<file path="src/rtl/noc_pkg.sv">
// Shared flit layout, routing decision and two-way round-robin helper for the ring NoC.
package noc_pkg;

    localparam int FLIT_W    = 16;
    localparam int DEST_W    = 6;
    localparam int PAYLOAD_W = 10;
    localparam int DEST_MSB  = 15;
    localparam int DEST_LSB  = 10;

    typedef enum logic [1:0] {
        ROUTE_EJECT,
        ROUTE_RING,
        ROUTE_DROP
    } route_e;

    // Grant pair and updated priority bit produced by one output's arbiter.
    typedef struct packed {
        logic gnt_a;
        logic gnt_b;
        logic rr_next;
    } arb_t;

    // Local dest ejects, any other in-range dest continues on the ring,
    // out-of-range dest is unroutable and gets dropped.
    function automatic route_e route_of(input logic [DEST_W-1:0] dest,
                                        input int node_id,
                                        input int num_nodes);
        int d;
        d = 32'(dest);
        if (d == node_id) begin
            return ROUTE_EJECT;
        end
        if (d < num_nodes) begin
            return ROUTE_RING;
        end
        return ROUTE_DROP;
    endfunction

    // rr=0 favours side a (ring input). A contested grant flips the priority;
    // an uncontested grant leaves it alone. Nothing is granted while the
    // output slot cannot load.
    function automatic arb_t rr_arbitrate(input logic req_a,
                                          input logic req_b,
                                          input logic rr,
                                          input logic can_load);
        arb_t r;
        r.gnt_a   = 1'b0;
        r.gnt_b   = 1'b0;
        r.rr_next = rr;
        if (can_load) begin
            if (req_a && req_b) begin
                r.gnt_a   = !rr;
                r.gnt_b   = rr;
                r.rr_next = !rr;
            end else begin
                r.gnt_a = req_a;
                r.gnt_b = req_b;
            end
        end
        return r;
    endfunction

endpackage

</file>
<file path="src/rtl/noc_flit_fifo.sv">
// Synchronous flit FIFO with valid/ready on both sides; pointers carry a wrap bit
// so full and empty are told apart without a separate counter.
module noc_flit_fifo
    import noc_pkg::*;
#(
    parameter int DEPTH = 4,
    parameter int WIDTH = FLIT_W
) (
    input  logic             ACLK,
    input  logic             ARESET,
    input  logic [WIDTH-1:0] in_data,
    input  logic             in_valid,
    output logic             in_ready,
    output logic [WIDTH-1:0] out_data,
    output logic             out_valid,
    input  logic             out_ready
);

    localparam int AW = $clog2(DEPTH);

    logic [WIDTH-1:0] mem [DEPTH];
    logic [AW:0]      wr_ptr;
    logic [AW:0]      rd_ptr;
    logic             push;
    logic             pop;
    logic             full;
    logic             empty;

    assign empty     = (wr_ptr == rd_ptr);
    assign full      = (wr_ptr[AW] != rd_ptr[AW]) && (wr_ptr[AW-1:0] == rd_ptr[AW-1:0]);
    assign in_ready  = !full;
    assign out_valid = !empty;
    assign out_data  = mem[rd_ptr[AW-1:0]];
    assign push      = in_valid && in_ready;
    assign pop       = out_valid && out_ready;

    // Advance read/write pointers; reset empties the FIFO.
    always_ff @(posedge ACLK) begin
        // NOTE: sequential state uses non-blocking assignments so every flop samples pre-edge values.
        if (ARESET) begin
            wr_ptr <= '0;
            rd_ptr <= '0;
        end else begin
            if (push) wr_ptr <= wr_ptr + (AW+1)'(1);
            if (pop)  rd_ptr <= rd_ptr + (AW+1)'(1);
        end
    end

    // Write storage on push.
    always_ff @(posedge ACLK) begin
        // NOTE: storage is deliberately not reset; the pointers alone decide what is valid.
        if (push) mem[wr_ptr[AW-1:0]] <= in_data;
    end

endmodule

</file>
<file path="src/rtl/noc_ring_node.sv">
// Ring NoC node: buffers ring and local-inject flits, routes each FIFO head to the
// eject port, the downstream ring or the drop counter, and arbitrates each output
// round-robin between the two inputs.
module noc_ring_node
    import noc_pkg::*;
#(
    parameter int NODE_ID    = 0,
    parameter int NUM_NODES  = 32,
    parameter int FIFO_DEPTH = 4
) (
    input  logic              ACLK,
    input  logic              ARESET,
    input  logic [FLIT_W-1:0] inj_data,
    input  logic              inj_valid,
    output logic              inj_ready,
    input  logic [FLIT_W-1:0] ring_in_data,
    input  logic              ring_in_valid,
    output logic              ring_in_ready,
    output logic [FLIT_W-1:0] ring_out_data,
    output logic              ring_out_valid,
    input  logic              ring_out_ready,
    output logic [FLIT_W-1:0] ej_data,
    output logic              ej_valid,
    input  logic              ej_ready,
    output logic [15:0]       drop_count
);

    // Side a of each arbiter is the ring FIFO (rf), side b the inject FIFO (jf).
    logic [FLIT_W-1:0] rf_data, jf_data;
    logic              rf_valid, jf_valid;
    logic              rf_pop, jf_pop;
    logic              rf_drop, jf_drop;
    route_e            rf_route, jf_route;
    arb_t              ring_arb, ej_arb;
    logic              ring_rr, ej_rr;
    logic [1:0]        drop_inc;
    logic [16:0]       drop_sum;

    noc_flit_fifo #(.DEPTH(FIFO_DEPTH), .WIDTH(FLIT_W)) u_ring_fifo (
        .ACLK     (ACLK),
        .ARESET   (ARESET),
        .in_data  (ring_in_data),
        .in_valid (ring_in_valid),
        .in_ready (ring_in_ready),
        .out_data (rf_data),
        .out_valid(rf_valid),
        .out_ready(rf_pop)
    );

    noc_flit_fifo #(.DEPTH(FIFO_DEPTH), .WIDTH(FLIT_W)) u_inj_fifo (
        .ACLK     (ACLK),
        .ARESET   (ARESET),
        .in_data  (inj_data),
        .in_valid (inj_valid),
        .in_ready (inj_ready),
        .out_data (jf_data),
        .out_valid(jf_valid),
        .out_ready(jf_pop)
    );

    assign rf_route = route_of(rf_data[DEST_MSB:DEST_LSB], NODE_ID, NUM_NODES);
    assign jf_route = route_of(jf_data[DEST_MSB:DEST_LSB], NODE_ID, NUM_NODES);

    // A slot may load when empty or when its current flit leaves this cycle.
    assign ring_arb = rr_arbitrate(rf_valid && (rf_route == ROUTE_RING),
                                   jf_valid && (jf_route == ROUTE_RING),
                                   ring_rr, !ring_out_valid || ring_out_ready);
    assign ej_arb   = rr_arbitrate(rf_valid && (rf_route == ROUTE_EJECT),
                                   jf_valid && (jf_route == ROUTE_EJECT),
                                   ej_rr, !ej_valid || ej_ready);

    // Dropped heads leave without arbitration.
    assign rf_drop = rf_valid && (rf_route == ROUTE_DROP);
    assign jf_drop = jf_valid && (jf_route == ROUTE_DROP);
    assign rf_pop  = rf_drop || ring_arb.gnt_a || ej_arb.gnt_a;
    assign jf_pop  = jf_drop || ring_arb.gnt_b || ej_arb.gnt_b;

    assign drop_inc = {1'b0, rf_drop} + {1'b0, jf_drop};
    assign drop_sum = {1'b0, drop_count} + {15'd0, drop_inc};

    // Ring output slot: load the granted head, hold while stalled.
    always_ff @(posedge ACLK) begin
        if (ARESET) begin
            ring_out_valid <= 1'b0;
            ring_out_data  <= '0;
        end else if (!ring_out_valid || ring_out_ready) begin
            ring_out_valid <= ring_arb.gnt_a || ring_arb.gnt_b;
            if (ring_arb.gnt_a)      ring_out_data <= rf_data;
            else if (ring_arb.gnt_b) ring_out_data <= jf_data;
        end
    end

    // Eject output slot: same loading rule as the ring slot.
    always_ff @(posedge ACLK) begin
        if (ARESET) begin
            ej_valid <= 1'b0;
            ej_data  <= '0;
        end else if (!ej_valid || ej_ready) begin
            ej_valid <= ej_arb.gnt_a || ej_arb.gnt_b;
            if (ej_arb.gnt_a)      ej_data <= rf_data;
            else if (ej_arb.gnt_b) ej_data <= jf_data;
        end
    end

    // Round-robin priority bits; reset favours the ring input.
    always_ff @(posedge ACLK) begin
        if (ARESET) begin
            ring_rr <= 1'b0;
            ej_rr   <= 1'b0;
        end else begin
            ring_rr <= ring_arb.rr_next;
            ej_rr   <= ej_arb.rr_next;
        end
    end

    // Saturating drop counter, up to two drops per cycle.
    always_ff @(posedge ACLK) begin
        if (ARESET) begin
            drop_count <= '0;
        end else begin
            drop_count <= drop_sum[16] ? 16'hFFFF : drop_sum[15:0];
        end
    end

endmodule

</file>
<file path="config.mk">
export PLATFORM = sky130hd
export DESIGN_NAME = noc_ring_node
export DESIGN_NICKNAME = d
export VERILOG_FILES = /design/src/rtl/noc_pkg.sv /design/src/rtl/noc_flit_fifo.sv /design/src/rtl/noc_ring_node.sv
export SDC_FILE = /design/constraint.sdc
export NUM_CORES = 1
export LEC_CHECK = 0
export BUFFER_PORTS_ARGS = -buffer_cell sky130_fd_sc_hd__buf_2
export CAP_MARGIN = 20
export CORE_ASPECT_RATIO = 1.5
export CORE_MARGIN = 2
export CORE_UTILIZATION = 30
export DETAILED_ROUTE_END_ITERATION = 12
export RECOVER_POWER = 25
export SETUP_SLACK_MARGIN = 0.02
export SKIP_LAST_GASP = 1
export SLEW_MARGIN = 10
export SYNTH_ARGS = -nofsm -noshare
export SYNTH_HDL_FRONTEND = slang
export SYNTH_HIERARCHICAL = 1
export SYNTH_SLANG_ARGS = --single-unit
</file>
<file path="constraint.sdc">
create_clock -name ACLK -period 8.8 [get_ports ACLK]
set_input_delay 2.64 -clock ACLK [delete_from_list [all_inputs] [get_ports ACLK]]
set_output_delay 2.64 -clock ACLK [all_outputs]
set_load 0.01 [all_outputs]
</file>
-- Yosys cells after proc, flatten, opt, wreduce, memory -nomap -nowiden
Memories as Yosys holds them, arrays and structs flattened. A register that Yosys moved wholly into a read port is not among the register bits.
Cells that the tools add are included.
- bits in registers: 64
- bits in latches: 0
- memory bits (writable): 128
- ROM bits: 0
- logic and storage cells: 104
- memories: 2
- add/subtract/negate cells: 6
- multiply operators: 0
- divide/modulo/power cells: 0
- order comparisons: 2
- eq/ne operators: 10
- shift operators: 0
- muxes and demuxes: 33
- bitwise gates (word level): 0
- reduce and logical (&&, ||, !) cells: 40
- memory list (memory ; words ; bits a word ; read ports ; clocked after Yosys merged registers in ; wr ports ; RTL line ; source):
    u_inj_fifo.mem ; 4 ; 16 ; 1 ; 1 ; 1 ; noc_flit_fifo.sv:21 ; logic [WIDTH-1:0] mem [DEPTH];
    u_ring_fifo.mem ; 4 ; 16 ; 1 ; 1 ; 1 ; noc_flit_fifo.sv:21 ;
- operators by type and width (kind ; number):
    two-way mux 16 bit ; 5
    two-way mux 2 bit ; 14
    adder 16 x 2 -> 17 bit ; 1
    logical AND 1 bit ; 14
    adder 3 x 1 -> 3 bit (second input constant) ; 4
    zero test 6 bit ; 2
    less-than comparator 6 bit (second input constant) ; 2
    two-way mux 1 bit ; 12
    zero test 1 bit ; 8
    logical OR 1 bit ; 8
    AND reduction 2 bit ; 4
    == test 3 bit ; 2
    two-way mux 3 bit ; 2
    == test 2 x 1 -> 1 bit (second input constant) ; 2
    == test 2 bit ; 2
    == test 2 bit (second input constant) ; 2
    zero test 2 bit ; 2
    nonzero test 2 bit ; 2
    adder 1 x 1 -> 2 bit ; 1
    != test 1 bit ; 2

-- Logic depth before layout (Yosys ltp)
Gate-level depths: netlist of run 1.
- word-level depth: 15
- gate-level depth with buffers: 13
- gate-level depth less buffers: 12

-- By module
Netlist of run 1, hierarchy kept.
- modules (own cells, without submodules) (module ; times used ; cells each ; area each (µm²)):
    noc_flit_fifo ; 2 ; 154 ; 2874.0
    noc_ring_node ; 1 ; 264 ; 2282.2

-- Least setup slack after synthesis of run 1
No wires, ideal clock.
- path type: in2reg
- start: input ring_out_ready
- end: register (tool-made name)
- setup time: 0.128 ns
- arrival: 4.029 ns
- data required time: 8.672 ns
- path slack: 4.643 ns
- stages on the path: 9
- buffers on the path: 2
- cells stage by stage: nand2b_1 o211ai_1 nand2b_1 clkbuf_1 buf_4 nand3_1 nor3b_1 a21oi_1 nand3_1
- RTL lines (item ; RTL line ; source):
    start, declared ; noc_ring_node.sv:21 ; input logic ring_out_ready,

-- Worst setup path after layout of run 1
- start: register u_inj_fifo.wr_ptr[0]
- end: output inj_ready
- longest elaborated chain between the ends: 3
- RTL lines (item ; RTL line ; source):
    start, declared ; noc_flit_fifo.sv:22 ; logic [AW:0] wr_ptr;
    start signal, assigned ; noc_flit_fifo.sv:44 ; if (push) wr_ptr <= wr_ptr + (AW+1)'(1);
    == test 2 bit ; noc_flit_fifo.sv:30 ; assign full = (wr_ptr[AW] != rd_ptr[AW]) && (wr_ptr[AW-1:0] == rd_ptr[AW-1:0]);
    logical AND 1 bit ; noc_flit_fifo.sv:30 ;
    zero test 1 bit ; noc_flit_fifo.sv:31 ; assign in_ready = !full;
    end, declared ; noc_ring_node.sv:15 ; output logic inj_ready,
Every way passes these cells.

==> results of run 1 <==
==> cell type report <==
class                      count  area [µm²]  area share [%]
antenna                        3        7.51          0.0802
clock buffer                  21         503            5.38
clock inverter                11        87.6           0.936
inverter                      14        52.6           0.562
multi-input combinational    333        2620            28.0
sequential                   196        5200            55.6
tap                          337         422            4.51
timing repair buffer          95         463            4.95
==> routing by layer <==
layer	vias up	wire length (µm)
li1	2360	-
met1	2383	6890
met2	113	8860
met3	30	1070
met4	6	570
met5	-	33
==> metrics by stage <==
| step | worst slack (ns) | power (mW) |
|---|---|---|
| final | 4.40 | 2.69 |
| after global routing | 4.26 | 2.83 |
| after CTS | 4.35 | 2.71 |
| after detailed placement | 4.21 | 1.96 |
| after global placement | 4.26 | 1.95 |
| after floorplan | 4.64 | 1.73 |
==> cell usage after synthesis, types with 2 or more instances <==
| master | n |
|---|---|
| a211o_1 | 4 |
| a211oi_1 | 11 |
| a21oi_1 | 22 |
| a311oi_1 | 15 |
| a31oi_1 | 7 |
| a41oi_1 | 4 |
| and2_1 | 12 |
| and3_1 | 3 |
| buf_1 | 4 |
| buf_2 | 6 |
| buf_4 | 4 |
| buf_6 | 3 |
| clkbuf_1 | 10 |
| clkbuf_2 | 2 |
| dfxtp_1 | 68 |
| edfxtp_1 | 128 |
| ha_1 | 11 |
| inv_1 | 14 |
| mux2i_1 | 10 |
| mux4_2 | 32 |
| nand2_1 | 51 |
| nand2b_1 | 4 |
| nand3_1 | 23 |
| nand4_1 | 10 |
| nor2_1 | 35 |
| nor2b_1 | 8 |
| nor3_1 | 3 |
| nor3b_1 | 12 |
| o211ai_1 | 7 |
| o21ai_0 | 13 |
| or4_1 | 3 |
| xnor2_1 | 9 |
| xor2_1 | 13 |
==> report_power, final <==
group,total [mW],switching [mW],internal (mW)
logic,0.730,0.457,0.273
registers,1.20,0.0817,1.12
clock network,0.752,0.335,0.417
==> critical path, delay by kind of cell (launching register included) <==
kind | cells | cell delay [ns]
flops | 1 | 0.49
simple gates | 2 | 0.26
xor+xnor | 1 | 0.45
buf+inv | 1 | 0.14
==> path summary, 6_finish.rpt <==
| check | start | end | slack (ns) | depth (start not counted) |
|---|---|---|---|---|
| max reg2reg | register | u_ring_fifo/rd_ptr[0]$_SDFFE_PP0P_ | 4.63 | 8 |
| min reg2reg | ej_data[14]$_SDFFE_PP0P_ | ej_data[14]$_SDFFE_PP0P_ | 0.46 | 1 |
| max | u_inj_fifo/wr_ptr[0]$_SDFFE_PP0P_ | inj_ready | 4.40 | 4 |
| min | ej_data[14]$_SDFFE_PP0P_ | ej_data[14]$_SDFFE_PP0P_ | 0.46 | 1 |
==> state kept, by name, indices dropped and copies added, names as in the netlist, named ones only <==
name                count
ring_rr                 1
ej_data                16
ring_out_data          16
u_inj_fifo/wr_ptr       3
ej_valid                1
u_ring_fifo/mem        64
u_ring_fifo/rd_ptr      3
drop_count             16
ring_out_valid          1
u_inj_fifo/mem         64
u_inj_fifo/rd_ptr       3
ej_rr                   1
u_ring_fifo/wr_ptr      3
==> cell families after synthesis <==
group                    share of synthesized area (%)
AO/OA/AOI/OAI                                     7.35
XOR/XNOR                                          2.40
adder cells (fa/ha/maj)                           1.96
buffers and inverters                             2.60
flip-flops                                        64.8
multiplexers                                      10.2
AND/OR/NAND/NOR                                   10.6
==> results.md, run 1 <==
- RSZ-0062 raised after global routing: no
- Core area: approximately 0.026 mm²
- Grt met2 use: a little over a fifth
- MaxCap Viol Count: 0
- Pins Over Slew Limit: 0
- IO Count: 90
- Most common cell after layout, fill and taps aside: edfxtp_1
- Worst min-delay path class: reg -> reg
- Post-CTS Setup Bufs: 0
- CTS tree: yes
- Area fraction of the dominant cell type after synthesis: 47.9%
- Hold Slack: 0.461 ns
- Ranking of synthesized cells by area: edfxtp_1 (48%), dfxtp_1 (17%), mux4_2 (9.0%), nand2_1 (2.4%), ha_1 (1.7%)
- Setup tns final: 0 ns
- Wire length per cell: around 17 µm
- FP Rows: 73
- Total number of vias: ~4900
- Shortest period the worst path allows: approximately 4.4 ns
- Leakage: approximately 3.3 nW
- Async S/R FF share, synth: 0%
- Final instance area: between 0.009 and 0.01 mm²
- DP HPWL: about 12 mm
- M1 GR Usage: between 10% and 20%
- First-pass DRT Iterations: 4
- Clock latency on the worst-skew pair: 0.42 ns
- Data arrival time of the worst path: approximately 1.8 ns
- Vias in the first global route: 4709
- Mapped Area: 0.00803 mm²
- Setup crit start kind: register
- Post-layout util: between 30% and 40%
- Syn. warnings: 6
- Inst Count DP: 974
- Slew Limit Headroom: between 30% and 40%
- CTS Buf Count: 17
- PostCTS Resize Cnt: 0
- Worst Tran Pin Value: 1.00 ns
- H-tree depth: 4
- Pwr/cell area: approximately 290 mW/mm²
- Hold Fails Final Rpt: 0
- Vias/cell: a little under 5
- Seq/Total Area, Yosys: around two thirds
- Final global-route overflow total: 0
- Nets: ~710
- Max Fclk: ~230 MHz
- Area after DPL: between 0.008 and 0.009 mm²
- Kind of critical path: reg -> out
- Post-synth EDFFs: ~130
- Most frequent cells in the layout: edfxtp_1 (128), dfxtp_1 (68), buf_2 (64), nand2_1 (51), nor2_1 (35)
- Largest net degree at the start of global routing: 68
- Share of layout cells above drive strength 1: around a fifth
- Initial antenna violation count: 5
- Port buffer count: between 80 and 90
- Skew final: approximately 0.0090 ns
- Final GP Congestion: roughly 0.74
- Clock Sink Count: slightly below 200
- CP max-delay cell: dfxtp_1
- GRT Max-Usage Layer: met2
- Starting Density: 30.4%
- Synth cell types: 44
- Non-Filler Instances: between 1000 and 1500
- DRC: 0
- Synth-to-layout area growth: 16.5%
- Met3 usage: roughly 3.3%
- Worst Path Max Fanout: 8
- Worst setup EP type: output port
- Crit-path cells: xor2_1, nor2_1, nand2_1, buf_2
- WP data required: approximately 6.2 ns
- Hold Buf Count CTS: 0
- FF+latch count, synth: just under 200
- Endpoints failing setup: 0
- Syn_area_per_cell: about 14 µm²
- Max incr delay on CP: roughly 0.5 ns
- # fillers: 2540
- Total die area: 0.0281 mm²
- GR Util All Layers: between 10% and 20%
- Largest area contributor in the netlist: edfxtp_1
- Max VDD drop: around 0.21 mV
- Post-synthesis instance total: around 570
- Clk root buf: clkbuf_16
- Initial DRC count: 350
- Routed wire length: 17.4 mm
- Clock buffer depth: 2
- Outcome: completed
- First-pass GRT wire length: 26.6 mm
- Die Ht: just over 200 µm
- Routed Antenna Nets: 0
- Syn_nets: between 600 and 700
- Clock transition at path regs: ~0.07 ns
- Die extent in x: roughly 140 µm
- Top FF cell, synth: edfxtp_1
- Tcrit/Tclk final: 49.9%
Power figures use the tool's default switching activity.
==> run 2: changes to the inputs <==
==> constraint.sdc (replaced) <==
create_clock -name ACLK -period 4.6 [get_ports ACLK]
set_input_delay 1.38 -clock ACLK [delete_from_list [all_inputs] [get_ports ACLK]]
set_output_delay 1.38 -clock ACLK [all_outputs]
set_load 0.01 [all_outputs]
==> results.md, run 2 (same netlist as run 1, synthesis figures left out) <==
- Outcome: completed
- Core area: 0.0264 mm² (unchanged)
- Endpoints failing setup: 0 (unchanged)
- Final instance area: 0.00934 mm² (-0.20%)
- Vias in the first global route: 4816 (+2.3%)
- IO Count: 90 (unchanged)
- Nets: 709 (+0.28%)
- Tot Pwr: 5.10 mW (+90%)
- Routed wire length: 17.7 mm (+1.6%)
- Die extent in x: 138 µm (unchanged)
- FP Rows: 73 (unchanged)
- Kind of critical path: reg -> reg
- Worst Tran Pin Value: 0.975 ns (-0.0272 ns)
- Wire length per cell: 17.5 µm (+1.5%)
- Clock transition at path regs: 0.08 ns (about the same)
- Pins Over Slew Limit: 0 (unchanged)
- Leakage: 3.28 nW (-0.15%)
- Slew Limit Headroom: 34.9% (+1.8 points)
- DP HPWL: 12.8 mm (+4.4%)
- Skew final: 0.0142 ns (+0.00521 ns)
- Area after DPL: 0.00880 mm² (+0.26%)
- Shortest period the worst path allows: about 4 ns
- Clock Sink Count: 196 (unchanged)
- RSZ-0062 raised after global routing: no
- Data arrival time of the worst path: 4.31 ns (+2.55 ns)
- Flop pwr share: 45.1% (+0.3 points)
- Wire length on met1: 6.92 mm (+0.45%)
- Crit-path cells: mux4_2, or4_1, nor3b_1, nand3_2, nand3_1, nor3b_1, o21ai_0, nand3_1
- Initial DRC count: 330 (-5.7%)
- Pwr/cell area: 546 mW/mm² (+90%)
- Routed Antenna Nets: 0 (unchanged)
- Starting Density: 30.4% (unchanged)
- CTS tree: yes
- Share of layout cells above drive strength 1: 20.8% (+0.087 points)
- Total die area: 0.0281 mm² (unchanged)
- Clock latency on the worst-skew pair: 0.43 ns (about the same)
- Hold Slack: 0.456 ns (-0.00552 ns)
- Vias/cell: 4.89 (+1.0%)
- Clk root buf: clkbuf_16
- Most common cell after layout, fill and taps aside: edfxtp_1
- Hold Fails Final Rpt: 0 (unchanged)
- Clk network pwr share: 27.5% (-0.5 points)
- Hold Buf Count CTS: 0 (unchanged)
- H-tree depth: 4 (unchanged)
- Setup tns final: 0 ns (unchanged)
- Non-Filler Instances: 1011 (+0.099%)
- Worst Setup Slack, final: 0.661 ns (-3.74 ns)
- Hold path startpoint: ej_data[11]$_SDFFE_PP0P_
- WP data required: 4.97 ns (-1.19 ns)
- Pint: 3.41 mW (+88%)
- Max Fclk: 254 MHz
- Top Metal Used: met5
- Pre-CTS setup slack: 0.669 ns (-3.55 ns)
- Initial antenna violation count: 5 (unchanged)
- CTS Buf Count: 17 (unchanged)
- Tcrit/Tclk final: between 80% and 90%
- Max incr delay on CP: 0.63 ns (+0.14 ns)
- Sw Ratio: 33.1% (+0.60 points)
- Final GP Congestion: 0.773 (+3.7%)
- # fillers: 2533 (-0.28%)
- WL met2: 9.14 mm (+3.2%)
- Combinational cell fraction of total power: 27.4% (+0.2 points)
- PostCTS Resize Cnt: 0 (unchanged)
- Synth-to-layout area growth: 16.3%
- CP max-delay cell: dfxtp_1
- Post-CTS Setup Bufs: 0 (unchanged)
- Setup crit start kind: register
- Largest net degree at the start of global routing: 48 (-29%)
- Switching Power: 1.69 mW (+93%)
- DRC: 0 (unchanged)
- Clock buffer depth: 2 (unchanged)
- First-pass GRT wire length: 26.9 mm (+1.3%)
- Max VDD drop: 0.250 mV (+22%)
- MaxCap Viol Count: 0 (unchanged)
- Most frequent cells in the layout: edfxtp_1 (128), dfxtp_1 (68), buf_2 (64), nand2_1 (51), nor2_1 (35)
- Total number of vias: 4947 (+1.1%)
- First-pass DRT Iterations: 5 (+1)
- Routed wl met3: 997 µm (-7.0%)
- GR Util All Layers: 12.9% (+0.28 points)
- Worst min-delay path class: reg -> reg
- Worst Path Max Fanout: 11 (+3)
- Die Ht: 204 µm (unchanged)
- Final global-route overflow total: 0 (unchanged)
- Worst setup EP type: register
- Inst Count DP: 977 (+0.31%)
- Post-layout util: 35.4% (-0.071 points)
- Port buffer count: 89 (unchanged)
run 2: changes by cell type in the layout (fill, tap and decap cells not counted):
cell | previous run | this run
inv_6 | 0 | 2
buf_6 | 1 | 0
clkinv_2 | 3 | 0
clkbuf_8 | 2 | 0
clkbuf_1 | 25 | 26
inv_4 | 2 | 5
diode_2 | 3 | 2
clkbuf_16 | 19 | 18
buf_4 | 5 | 8
run 2: power by group through the flow:
stage / registers [mW] / clock network (mW) / logic (mW)
after CTS: 2.30 / 1.44 / 1.42
final: 2.30 / 1.40 / 1.40
after floorplan: 2.29 / 0 / 1.01
after global placement: 2.34 / 0 / 1.40
after detailed placement: 2.34 / 0 / 1.42
after global routing: 2.33 / 1.52 / 1.55
run 2: final cells by class:
| type | instances | area [µm²] | area share, % |
|---|---|---|---|
| Antenna cell | 2 | 5.00 | 0.0536 |
| Clock buffer | 19 | 454 | 4.86 |
| Clock inverter | 13 | 109 | 1.17 |
| Inverter | 14 | 52.6 | 0.563 |
| Multi-Input combinational cell | 333 | 2620 | 28.0 |
| Sequential cell | 196 | 5200 | 55.7 |
| Tap cell | 337 | 422 | 4.52 |
| Timing Repair Buffer | 97 | 474 | 5.08 |
run 2: per-layer routing:
metal,track usage (%),vias up
li1,-,2347
met1,14.7,2435
met2,22.4,125
met3,3.10,34
met4,6.63,6
met5,0,-
run 2: path summary, 6_finish.rpt:
| kind | slack, ns | endpoint | cells past startpoint |
|---|---|---|---|
| max | 0.66 | register | 8 |
| min | 0.46 | ej_data[11]$_SDFFE_PP0P_ | 1 |
| max reg2reg | 0.66 | register | 8 |
| min reg2reg | 0.46 | ej_data[11]$_SDFFE_PP0P_ | 1 |
run 2: critical path, delay by kind of cell (launching register included):
kind | cells | cell delay [ns]
simple gates | 6 | 2.50
flops | 1 | 0.63
mux | 1 | 0.57
compound gates | 1 | 0.18
==> run 3: changes to the inputs <==
--- a/config.mk
+++ b/config.mk
@@ -7,7 +7,7 @@
 export LEC_CHECK = 0
 export BUFFER_PORTS_ARGS = -buffer_cell sky130_fd_sc_hd__buf_2
 export CAP_MARGIN = 20
-export CORE_ASPECT_RATIO = 1.5
+export CORE_ASPECT_RATIO = 0.75
 export CORE_MARGIN = 2
 export CORE_UTILIZATION = 30
 export DETAILED_ROUTE_END_ITERATION = 12
==> results.md, run 3 (same netlist as run 1, synthesis figures left out) <==
- Worst setup EP type: register
- Largest net degree at the start of global routing: 44 (-8.3%)
- Most frequent cells in the layout: edfxtp_1 (128), dfxtp_1 (67), buf_2 (63), nand2_1 (51), nor2_1 (35)
- Final global-route overflow total: 0 (unchanged)
- CTS Buf Count: 17 (unchanged)
- Pre-CTS setup slack: 0.460 ns (-0.209 ns)
- Port buffer count: 89 (unchanged)
- Synth-to-layout area growth: 16.9%
- Die Ht: 146 µm (-29%)
- Max Fclk: 255 MHz (+0.26%)
- GR Util All Layers: 13.5% (+0.58 points)
- Non-Filler Instances: 1019 (+0.79%)
- Clock transition at path regs: 0.07 ns (about the same)
- Routed wire length: 18.3 mm (+3.6%)
- Pins Over Slew Limit: 0 (unchanged)
- PostCTS Resize Cnt: 0 (unchanged)
- Initial antenna violation count: 0 (-5)
- Final GP Congestion: 0.795 (+2.8%)
- First-pass DRT Iterations: 4 (-1)
- RSZ-0062 raised after global routing: no
- Hold path startpoint: ej_data[11]$_SDFFE_PP0P_
- Shortest period the worst path allows: 3.93 ns (-0.0102 ns)
- Crit-path cells: mux4_2, or4_1, nor3b_1, nand3_2, nand3_1, nor3b_1, o21ai_0, nand3_1
- Routed Antenna Nets: 0 (unchanged)
- Clock latency on the worst-skew pair: 0.44 ns (about the same)
- Worst Setup Slack, final: 0.671 ns (+0.0102 ns)
- Die extent in x: 193 µm (+40%)
- Core area: 0.0262 mm² (-0.89%)
- Initial DRC count: 282 (-15%)
- Worst min-delay path class: reg -> reg
- Tcrit/Tclk final: 85.4% (-0.22 points)
- FP Rows: 51 (-30%)
- Leakage: 3.29 nW (+0.30%)
- First-pass GRT wire length: 28.5 mm (+5.7%)
- Nets: 712 (+0.42%)
- Tot Pwr: 5.18 mW (+1.6%)
- Endpoints failing setup: 0 (unchanged)
- CTS tree: yes
- MaxCap Viol Count: 0 (unchanged)
- Pwr/cell area: 552 mW/mm² (+1.1%)
- Clock buffer depth: 2 (unchanged)
- Vias/cell: 4.93 (+0.80%)
- DP HPWL: 12.7 mm (-0.34%)
- Worst Path Max Fanout: 11 (unchanged)
- DRC: 0 (unchanged)
- IO Count: 90 (unchanged)
- Total die area: 0.0281 mm² (about the same)
- Max incr delay on CP: 0.62 ns (about the same)
- Vias in the first global route: 4919 (+2.1%)
- Worst Tran Pin Value: 0.978 ns (+0.00283 ns)
- Starting Density: 30.7% (+0.27 points)
- Clock Sink Count: 196 (unchanged)
- Hold Buf Count CTS: 0 (unchanged)
- Skew final: 0.0113 ns (-0.00294 ns)
- Setup crit start kind: register
- H-tree depth: 4 (unchanged)
- Inst Count DP: 987 (+1.0%)
- Hold Fails Final Rpt: 0 (unchanged)
- Share of layout cells above drive strength 1: 21.5% (+0.65 points)
- Total number of vias: 5026 (+1.6%)
- Max VDD drop: 0.309 mV (+23%)
- Most common cell after layout, fill and taps aside: edfxtp_1
- Antenna Cells: 0 (-2)
- Clk root buf: clkbuf_16
- CP max-delay cell: or4_1
- WP data required: 4.97 ns (about the same)
- Kind of critical path: reg -> reg
- Outcome: completed
- Post-CTS Setup Bufs: 0 (unchanged)
- Slew Limit Headroom: 34.7% (-0.19 points)
- # fillers: 2551 (+0.71%)
- Setup tns final: 0 ns (unchanged)
- Data arrival time of the worst path: 4.30 ns (about the same)
- Wire length per cell: 18.0 µm (+2.8%)
- Post-layout util: 35.9% (+0.50 points)
==> run 3: cell count changes in the layout (fill, tap and decap cells not counted), sizes merged <==
cell and change:
inv -1, clkbuf -1, clkinvlp +2, diode -2
clkinv +1, buf +2
==> run 3: final cells by class <==
class	count	area (µm²)	area share [%]
flip-flops and latches	196	5210	55.5
multi-input cells	333	2620	27.9
repair buffers	100	495	5.28
well taps	344	430	4.59
clock buffers	17	425	4.53
clock inverters	15	156	1.67
inverters	14	52.6	0.560
==> run 3: metal layers <==
| metal | vias up | track usage, % | routed length, µm |
|---|---|---|---|
| met5 | - | 0 | 0 |
| met4 | 0 | 3.90 | 252 |
| met3 | 17 | 3.40 | 949 |
| met2 | 141 | 19.6 | 8040 |
| met1 | 2500 | 20.0 | 9100 |
| li1 | 2368 | - | - |
==> run 3: path summary, 6_finish.rpt <==
check | endpoint | slack, ns | depth (start not counted)
max | register | 0.67 | 8
min | ej_data[11]$_SDFFE_PP0P_ | 0.45 | 1
max reg2reg | register | 0.67 | 8
min reg2reg | ej_data[11]$_SDFFE_PP0P_ | 0.45 | 1
==> run 3: through the flow <==
stage                     area [µm²]  hold slack (ns)
final                           9390            0.453
after global routing            9390            0.496
after CTS                       9420            0.463
after detailed placement        8840            0.438
after global placement          8840            0.438
after floorplan                 8030            0.472
==> run 3: power by group <==
group | switching, mW | leakage (nW) | internal (mW)
clock | 0.741 | 0.283 | 0.730
sequential | 0.192 | 1.73 | 2.15
combinational | 0.840 | 1.27 | 0.532
==> run 3: critical path: cells and delay by family, from the launching register on <==
family | cells | cell delay, ns
DFF | 1 | 0.58
and+or+nand+nor | 6 | 2.52
muxes | 1 | 0.57
AOI/OAI and AO/OA | 1 | 0.19
